`config.mk`:
```
export PLATFORM = sky130hd
export DESIGN_NAME = divider_21_bits
export DESIGN_NICKNAME = d
export VERILOG_FILES = /design/src/rtl/divider_21_bits.sv
export SDC_FILE = /design/constraint.sdc
export NUM_CORES = 1
export LEC_CHECK = 0
export ABC_AREA = 0
export BUFFER_PORTS_ARGS = -buffer_cell sky130_fd_sc_hd__buf_2
export CAP_MARGIN = 20
export CORE_ASPECT_RATIO = 1.75
export CORE_MARGIN = 8
export CORE_UTILIZATION = 60
export DETAILED_ROUTE_END_ITERATION = 7
export PLACE_DENSITY = 0.81
export SETUP_SLACK_MARGIN = 0.5
export SLEW_MARGIN = 20
export SYNTH_ARGS = -nofsm -noshare
export SYNTH_HDL_FRONTEND = slang
export SYNTH_SLANG_ARGS = --single-unit
```
`constraint.sdc`:
```
create_clock -name clk -period 4.3 [get_ports clk]
set_input_delay 0.86 -clock clk [delete_from_list [all_inputs] [get_ports clk]]
set_output_delay 0.86 -clock clk [all_outputs]
set_load 0.1 [all_outputs]
```
`src/rtl/divider_21_bits.sv`:
```
// rtl/divider_21_bits.sv - sequential signed 21-bit restoring divider, one quotient bit per cycle
module divider_21_bits #(
  parameter int WIDTH = 21
) (
  input  logic             clk,
  input  logic             rst,
  input  logic             open,
  input  logic [WIDTH-1:0] dividend,
  input  logic [WIDTH-1:0] divisor,
  output logic             finish,
  output logic [WIDTH-1:0] quotient
);

  localparam int CW = $clog2(WIDTH);
  localparam logic [1:0] ST_IDLE = 2'd0;
  localparam logic [1:0] ST_CALC = 2'd1;
  localparam logic [1:0] ST_DONE = 2'd2;
  localparam logic [CW-1:0] LAST_STEP = CW'(WIDTH - 1);
  localparam logic [WIDTH-1:0] MAX_POS = {1'b0, {(WIDTH-1){1'b1}}};
  localparam logic [WIDTH-1:0] MIN_NEG = {1'b1, {(WIDTH-1){1'b0}}};

  logic [1:0]       state_q, state_d;
  logic             open_q, open_d;
  logic [WIDTH-1:0] dvd_q, dvd_d;
  logic [WIDTH-1:0] dvs_q, dvs_d;
  logic [WIDTH:0]   rem_q, rem_d;
  logic [WIDTH-1:0] quo_q, quo_d;
  logic             sign_q, sign_d;
  logic             dvd_neg_q, dvd_neg_d;
  logic             dbz_q, dbz_d;
  logic [CW-1:0]    count_q, count_d;
  logic             finish_q, finish_d;
  logic [WIDTH-1:0] quotient_q, quotient_d;

  logic             start;
  logic [WIDTH+1:0] rem_shift;
  logic [WIDTH+1:0] diff;
  logic             q_bit;
  logic [WIDTH-1:0] mag;
  logic [WIDTH-1:0] result;

  always_comb begin
    state_d    = state_q;
    open_d     = open;
    dvd_d      = dvd_q;
    dvs_d      = dvs_q;
    rem_d      = rem_q;
    quo_d      = quo_q;
    sign_d     = sign_q;
    dvd_neg_d  = dvd_neg_q;
    dbz_d      = dbz_q;
    count_d    = count_q;
    finish_d   = finish_q;
    quotient_d = quotient_q;

    start     = open & ~open_q;
    rem_shift = {rem_q, dvd_q[WIDTH-1]};
    diff      = rem_shift - {2'b00, dvs_q};
    q_bit     = ~diff[WIDTH+1];
    mag       = {quo_q[WIDTH-2:0], q_bit};

    // Magnitude MSB set with a positive sign only happens for -2^(W-1) / -1.
    if (dbz_q)
      result = dvd_neg_q ? MIN_NEG : MAX_POS;
    else if (!sign_q && mag[WIDTH-1])
      result = MAX_POS;
    else if (sign_q)
      result = {WIDTH{1'b0}} - mag;
    else
      result = mag;

    case (state_q)
      ST_IDLE, ST_DONE: begin
        if (start) begin
          dvd_d     = dividend[WIDTH-1] ? ({WIDTH{1'b0}} - dividend) : dividend;
          dvs_d     = divisor[WIDTH-1] ? ({WIDTH{1'b0}} - divisor) : divisor;
          sign_d    = dividend[WIDTH-1] ^ divisor[WIDTH-1];
          dvd_neg_d = dividend[WIDTH-1];
          dbz_d     = (divisor == {WIDTH{1'b0}});
          rem_d     = '0;
          quo_d     = '0;
          count_d   = '0;
          finish_d  = 1'b0;
          state_d   = ST_CALC;
        end
      end
      ST_CALC: begin
        rem_d   = q_bit ? diff[WIDTH:0] : rem_shift[WIDTH:0];
        dvd_d   = {dvd_q[WIDTH-2:0], 1'b0};
        quo_d   = mag;
        count_d = count_q + 1'b1;
        if (count_q == LAST_STEP) begin
          quotient_d = result;
          finish_d   = 1'b1;
          state_d    = ST_DONE;
        end
      end
      default: state_d = ST_IDLE;
    endcase
  end

  always_ff @(posedge clk) begin
    if (rst) begin
      state_q    <= ST_IDLE;
      open_q     <= 1'b0;
      dvd_q      <= '0;
      dvs_q      <= '0;
      rem_q      <= '0;
      quo_q      <= '0;
      sign_q     <= 1'b0;
      dvd_neg_q  <= 1'b0;
      dbz_q      <= 1'b0;
      count_q    <= '0;
      finish_q   <= 1'b0;
      quotient_q <= '0;
    end else begin
      state_q    <= state_d;
      open_q     <= open_d;
      dvd_q      <= dvd_d;
      dvs_q      <= dvs_d;
      rem_q      <= rem_d;
      quo_q      <= quo_d;
      sign_q     <= sign_d;
      dvd_neg_q  <= dvd_neg_d;
      dbz_q      <= dbz_d;
      count_q    <= count_d;
      finish_q   <= finish_d;
      quotient_q <= quotient_d;
    end
  end

  assign finish   = finish_q;
  assign quotient = quotient_q;

endmodule

```
# Yosys cells after proc, flatten, opt, wreduce, memory -nomap -nowiden

Cells that the tools add are included.

Bitwise logic cells: 4
Equality and inequality tests: 5
Add/subtract/negate cells: 5
Mux-type cells: 21
Reduce and logical (&&, ||, !) cells: 11

Operators with widths:

| cell                                                                  | count |
|---|---|
| 21-bit two-way mux                                                    | 7 |
| 1-bit by 21-bit subtractor with 21-bit output, first input constant   | 3 |
| 22-bit two-way mux                                                    | 2 |
| 22-bit one-hot mux with 2 select lines                                | 1 |
| 21-bit one-hot mux with 2 select lines                                | 1 |
| 20-bit one-hot mux with 2 select lines                                | 1 |
| 23-bit by 21-bit subtractor with 23-bit output                        | 1 |
| 21-bit zero test                                                      | 1 |
| 20-bit two-way mux                                                    | 1 |
| 5-bit one-hot mux with 2 select lines                                 | 1 |
| 2-bit AND reduction                                                   | 4 |
| 5-bit by 1-bit adder with 5-bit output, second input constant         | 1 |
| 5-bit equality test, second input constant                            | 1 |
| 5-bit two-way mux                                                     | 1 |
| 2-bit two-way mux                                                     | 2 |
| 2-bit != test, second input constant                                  | 2 |
| 2-bit one-hot mux with 2 select lines                                 | 1 |
| 3-bit AND reduction                                                   | 1 |
| 2-bit by 1-bit equality test with 1-bit output, second input constant | 1 |
| 2-bit equality test, second input constant                            | 1 |
| 2-bit zero test                                                       | 1 |
| 1-bit two-way mux                                                     | 2 |
| 1-bit inverter                                                        | 2 |
| 1-bit one-hot mux with 2 select lines                                 | 1 |
| other kinds (6)                                                       | 6 |

Bits of input ports: 45
Output and inout bits: 22
Register bits after elaboration: 117

# Logic depth before layout (Yosys ltp)

Depth after elaboration: 6
Depth in mapped cells: 17
Mapped depth without buffers: 16

# Worst setup path after synthesis

Ideal clock, no wire load.

Path kind: register -> register
From: register dvd_q[20]
To: register quotient_q[16], in the netlist quotient[16]
Arrival time: 3371 ps
Required time: 4214 ps
Cell stages (with the launch flop): 18
Setup time: 86 ps
Path buffers: 1
Slack: 843 ps
Cells stage by stage: dfxtp_1 -> inv_1 -> ha_1 -> fa_1 -> nor2b_1 -> o2111ai_1 -> a211oi_1 -> o32a_1 -> o21ai_1 -> inv_1 -> clkbuf_1 -> ha_1 -> nand3_1 -> nor2_1 -> nand2_1 -> a31oi_1 -> o21ai_0 -> a211oi_1

Word-level cells in the longest chain between the ends: 6

RTL lines:

| what                                           | line | source |
|---|---|---|
| from (decl)                                    | 24   | `logic [WIDTH-1:0] dvd_q, dvd_d;` |
| from (signal assigned)                         | 119  | `dvd_q <= dvd_d;` |
| 23-bit by 21-bit subtractor with 23-bit output | 58   | `diff = rem_shift - {2'b00, dvs_q};` |
| 1-bit inverter                                 | 59   | `q_bit = ~diff[WIDTH+1];` |
| 1-bit by 21-bit subtractor with 21-bit output  | 68   | `result = {WIDTH{1'b0}} - mag;` |
| 21-bit two-way mux                             | 67   | `else if (sign_q)` |
| 21-bit two-way mux                             | 65   | `else if (!sign_q && mag[WIDTH-1])` |
| 21-bit two-way mux                             | 63   | `if (dbz_q)` |
| to (signal assigned)                           | 128  | `quotient_q <= quotient_d;` |
| to (decl)                                      | 33   | `logic [WIDTH-1:0] quotient_q, quotient_d;` |

Every way passes these cells.
A chain may end at the register's enable or synchronous reset.

# Worst setup path in the final report

From: register dvd_q[20]
To: register quotient_q[12], in the netlist quotient[12]

The elaborated chain is that of the path after synthesis.

==> flow_summary.toml <==
[status]
status = "finished clean"

[worst_setup_path]
critPathMaxFanout = 4
critical_path.cell_chain = "inv_1, ha_1, fa_1, nor2b_1, o2111ai_1, a211oi_1, o32a_1, o21ai_1, inv_1, ha_1, nand3_2, nor4_2, xnor2_1, o221ai_1, a211oi_1"
crit_required_ns = 4.63
setup.worst_path.end_class = "register"
startpoint_type = "register"
worst_path_max_delay_cell = "fa_1"
critPathLaunch = "dvd_q[20]"
reg2reg_from = "dvd_q[20]"
cp_slowest_stage_delay_ns = 0.41
crit_buf_inv = 2
critical_path_class = "register to register"
worstPathArrival_ns = 3.84
cp_top_family = "compound AO/OA/AOI/OAI gates"

[layout]
finalNonFillerCells = 1053
regArea_sq_um = 2340
multi_input_area_sq_um = 4220
num-fill-cells = 904
drive_above_1_share_pct = 13.8
nNetsFinal = 977
antenna_cells = 0
syn2layout_area_growth_pct = 14.3

[timing]
clock_skew_ns = 0.00614
final-hold-violation-count = 0
maxSlewHeadroom_pct = 34.2
fin_crit_sh_pct = 81.6
hold_ws_ns = 0.454
rsz0062_at_grt = "false"
finalSetupViolCount = 0
period_needed_ns = 3.51
slew_violations = 0
fin_setup_tns_ns = 0
worst_pin_slew_ns = 0.978
max_freq_mhz = 285

[job]
maxCapViolCount = 0

[synthesis]
yosys_warnings = 0
syn_nets = 945
syn-cell-area_sq_um = 6910
synth_edf_count = 0
syn_inst = 873
synthFlopType = "dfxtp_1"
async_flop_share_pct = 0
yosysUniqueCellTypes = 63
ys_seq_elements = 117
yosysSeqAreaShare_pct = 33.9
syn_avg_cell_area_sq_um = 7.92

[routing]
drt-pass1-iter-count = 7
remaining_drc_errors = 0
vias = 6520
ant_nets = 0
vias_per_cell = 6.19
routed_wl_microns = 17800
initialDrtViolationCount = 353
wl_per_cell_microns = 16.9

[floorplanning]
core_sq_um = 11400
die_area_sq_um = 15300
io_pins = 67
fp.dieH_microns = 158
die_width_microns = 97.1
initial_core_util_pct = 60.7
num_rows = 52

[clock_tree]
cts.sinks = 117
root_buffer = "clkbuf_16"
ctsHtreeMaxLevel = 4
clock_path_buffers = 2
hold_buffers = 0
cts_tree = "built"
cts_inserted_buffers = 17
clk_latency_ns = 0.42
clk_pin_slew_ns = 0.06

[global_route]
grt.total_usage_pct = 23.3
gr-total-overflow = 0
grt_max_degree = 68
antenna_found_initial = 0
grt_pass1_wl_microns = 30100
grt_pass1_vias = 6703

[worst_hold_path]
hp-class = "register to register"
hp-start = "finish"

[place]
place.gp.congestion = 0.920
place_inst = 1021
io_buffer_count = 66
hpwl_microns = 12500

[pwr]
ir_drop_v = 0.000464
powerDensity_nw_per_um2 = 528
p_leak_uw = 0.00310
==> worst reg2reg max path, cell delays in order, from the launching register on <==
cell and delay [ns]:
dfxtp_1 0.35, inv_1 0.06, ha_1 0.22, fa_1 0.41, nor2b_1 0.19, o2111ai_1 0.16
a211oi_1 0.36, o32a_1 0.23, o21ai_1 0.08, inv_1 0.10, ha_1 0.24, nand3_2 0.21
nor4_2 0.26, xnor2_1 0.17, o221ai_1 0.14, a211oi_1 0.24
==> sequential cells by signal, indices dropped and copies added (netlist names) <==
register   cells
rem_q         22
dvs_q         21
count_q        5
dvd_neg_q      1
state_q        2
sign_q         1
quo_q         20
dbz_q          1
finish         1
open_q         1
quotient      21
dvd_q         21
==> metal layers <==
metal | up-vias | wire length [microns] | global-route usage (%)
met5 | - | 0 | 0
met4 | 0 | 803 | 15.6
met1 | 3010 | 6880 | 23.2
li1 | 3251 | - | -
met3 | 56 | 766 | 5.07
met2 | 203 | 9320 | 42.6
==> synthesized netlist by cell type, types with 4 or more instances <==
cell type	number	area [sq um]
o211ai_1	6	45.0
nor4_1	11	68.8
a311oi_1	6	52.6
a22o_1	4	35.0
clkbuf_1	56	210
nand4_1	4	25.0
nor2b_1	5	31.3
ha_1	26	325
o21bai_1	6	45.0
inv_1	37	139
and3_1	4	25.0
a21oi_1	79	395
a31oi_1	8	50.1
nor2_1	71	267
nor3_1	15	75.1
a221oi_1	5	43.8
nand3_1	35	175
or3_1	13	81.3
a32oi_1	7	61.3
nand2_1	81	304
or2_2	5	31.3
o41ai_1	6	52.6
o21ai_0	44	220
xor2_1	35	307
a211oi_1	37	278
a22oi_1	23	173
a21o_1	6	45.0
o31ai_1	7	52.6
buf_1	5	18.8
o21a_1	11	82.6
o311a_1	4	40.0
xnor2_1	33	289
dfxtp_1	117	2340
nand2b_1	9	56.3
o221ai_1	7	61.3
==> what timing repair did <==
item | in CTS | in global routing
setup buffers | 0 | 0
gates resized for setup | 0 | 5
endpoints found under the setup margin | 0 | 5
==> kinds of logic (layout without fill, tap and decap cells) <==
logic type	Yosys count	count (layout)	synth area share [%]
mux	5	5	0.779
flops	117	117	33.9
simple gates	269	269	18.4
xor+xnor	68	68	8.62
fa+ha+maj	27	27	5.00
compound gates	285	285	27.7
buf+inv	102	147	5.59
==> where the power goes <==
part,switching [uW],internal (uW)
clock network,507,943
registers,59.4,1160
logic,910,597
==> stage by stage <==
stage | setup WS, ns | total power, uW | cell area, sq um | utilization [%]
2_1_floorplan | 0.843 | 2350 | 6910 | -
3_3_place_gp | 0.878 | 2630 | 7260 | 63.8
4_1_cts | 0.685 | 4140 | 7870 | 69.2
3_5_place_dp | 0.700 | 2680 | 7260 | 63.8
6_report | 0.790 | 4170 | 7900 | 69.4
5_1_grt | 0.507 | 4420 | 7900 | 69.4
==> cell type report <==
type,count,area share [%]
clock buffers,21,5.83
clock inverters,11,1.90
inverters,38,1.81
multi-input cells,654,53.4
flip-flops and latches,117,29.7
well taps,135,2.14
repair buffers,77,5.26
==> worst paths after layout <==
kind	end	slack (ns)	cells past startpoint
worst min register to register	finish	0.45	2
worst max-delay path	quotient[12]	0.79	15
worst max register to register	quotient[12]	0.79	15
worst min-delay path	finish	0.45	2
==> cells in the final DEF, fill, tap and decap left out, types with 7 or more instances in the layout <==
| cell | n |
|---|---|
| dfxtp_1 | 117 |
| a21oi_1 | 79 |
| a22oi_1 | 23 |
| o21ai_0 | 44 |
| nand3_1 | 34 |
| a211oi_1 | 37 |
| a32oi_1 | 7 |
| xor2_1 | 35 |
| or3_1 | 13 |
| clkbuf_16 | 17 |
| xnor2_1 | 33 |
| nor2_1 | 70 |
| ha_1 | 26 |
| o21a_1 | 11 |
| nor3_1 | 15 |
| buf_4 | 12 |
| buf_2 | 65 |
| o31ai_1 | 7 |
| nor4_1 | 9 |
| inv_1 | 37 |
| o221ai_1 | 7 |
| a31oi_1 | 8 |
| nand2_1 | 81 |
| nand2b_1 | 9 |
Power figures use the tool's default switching activity.
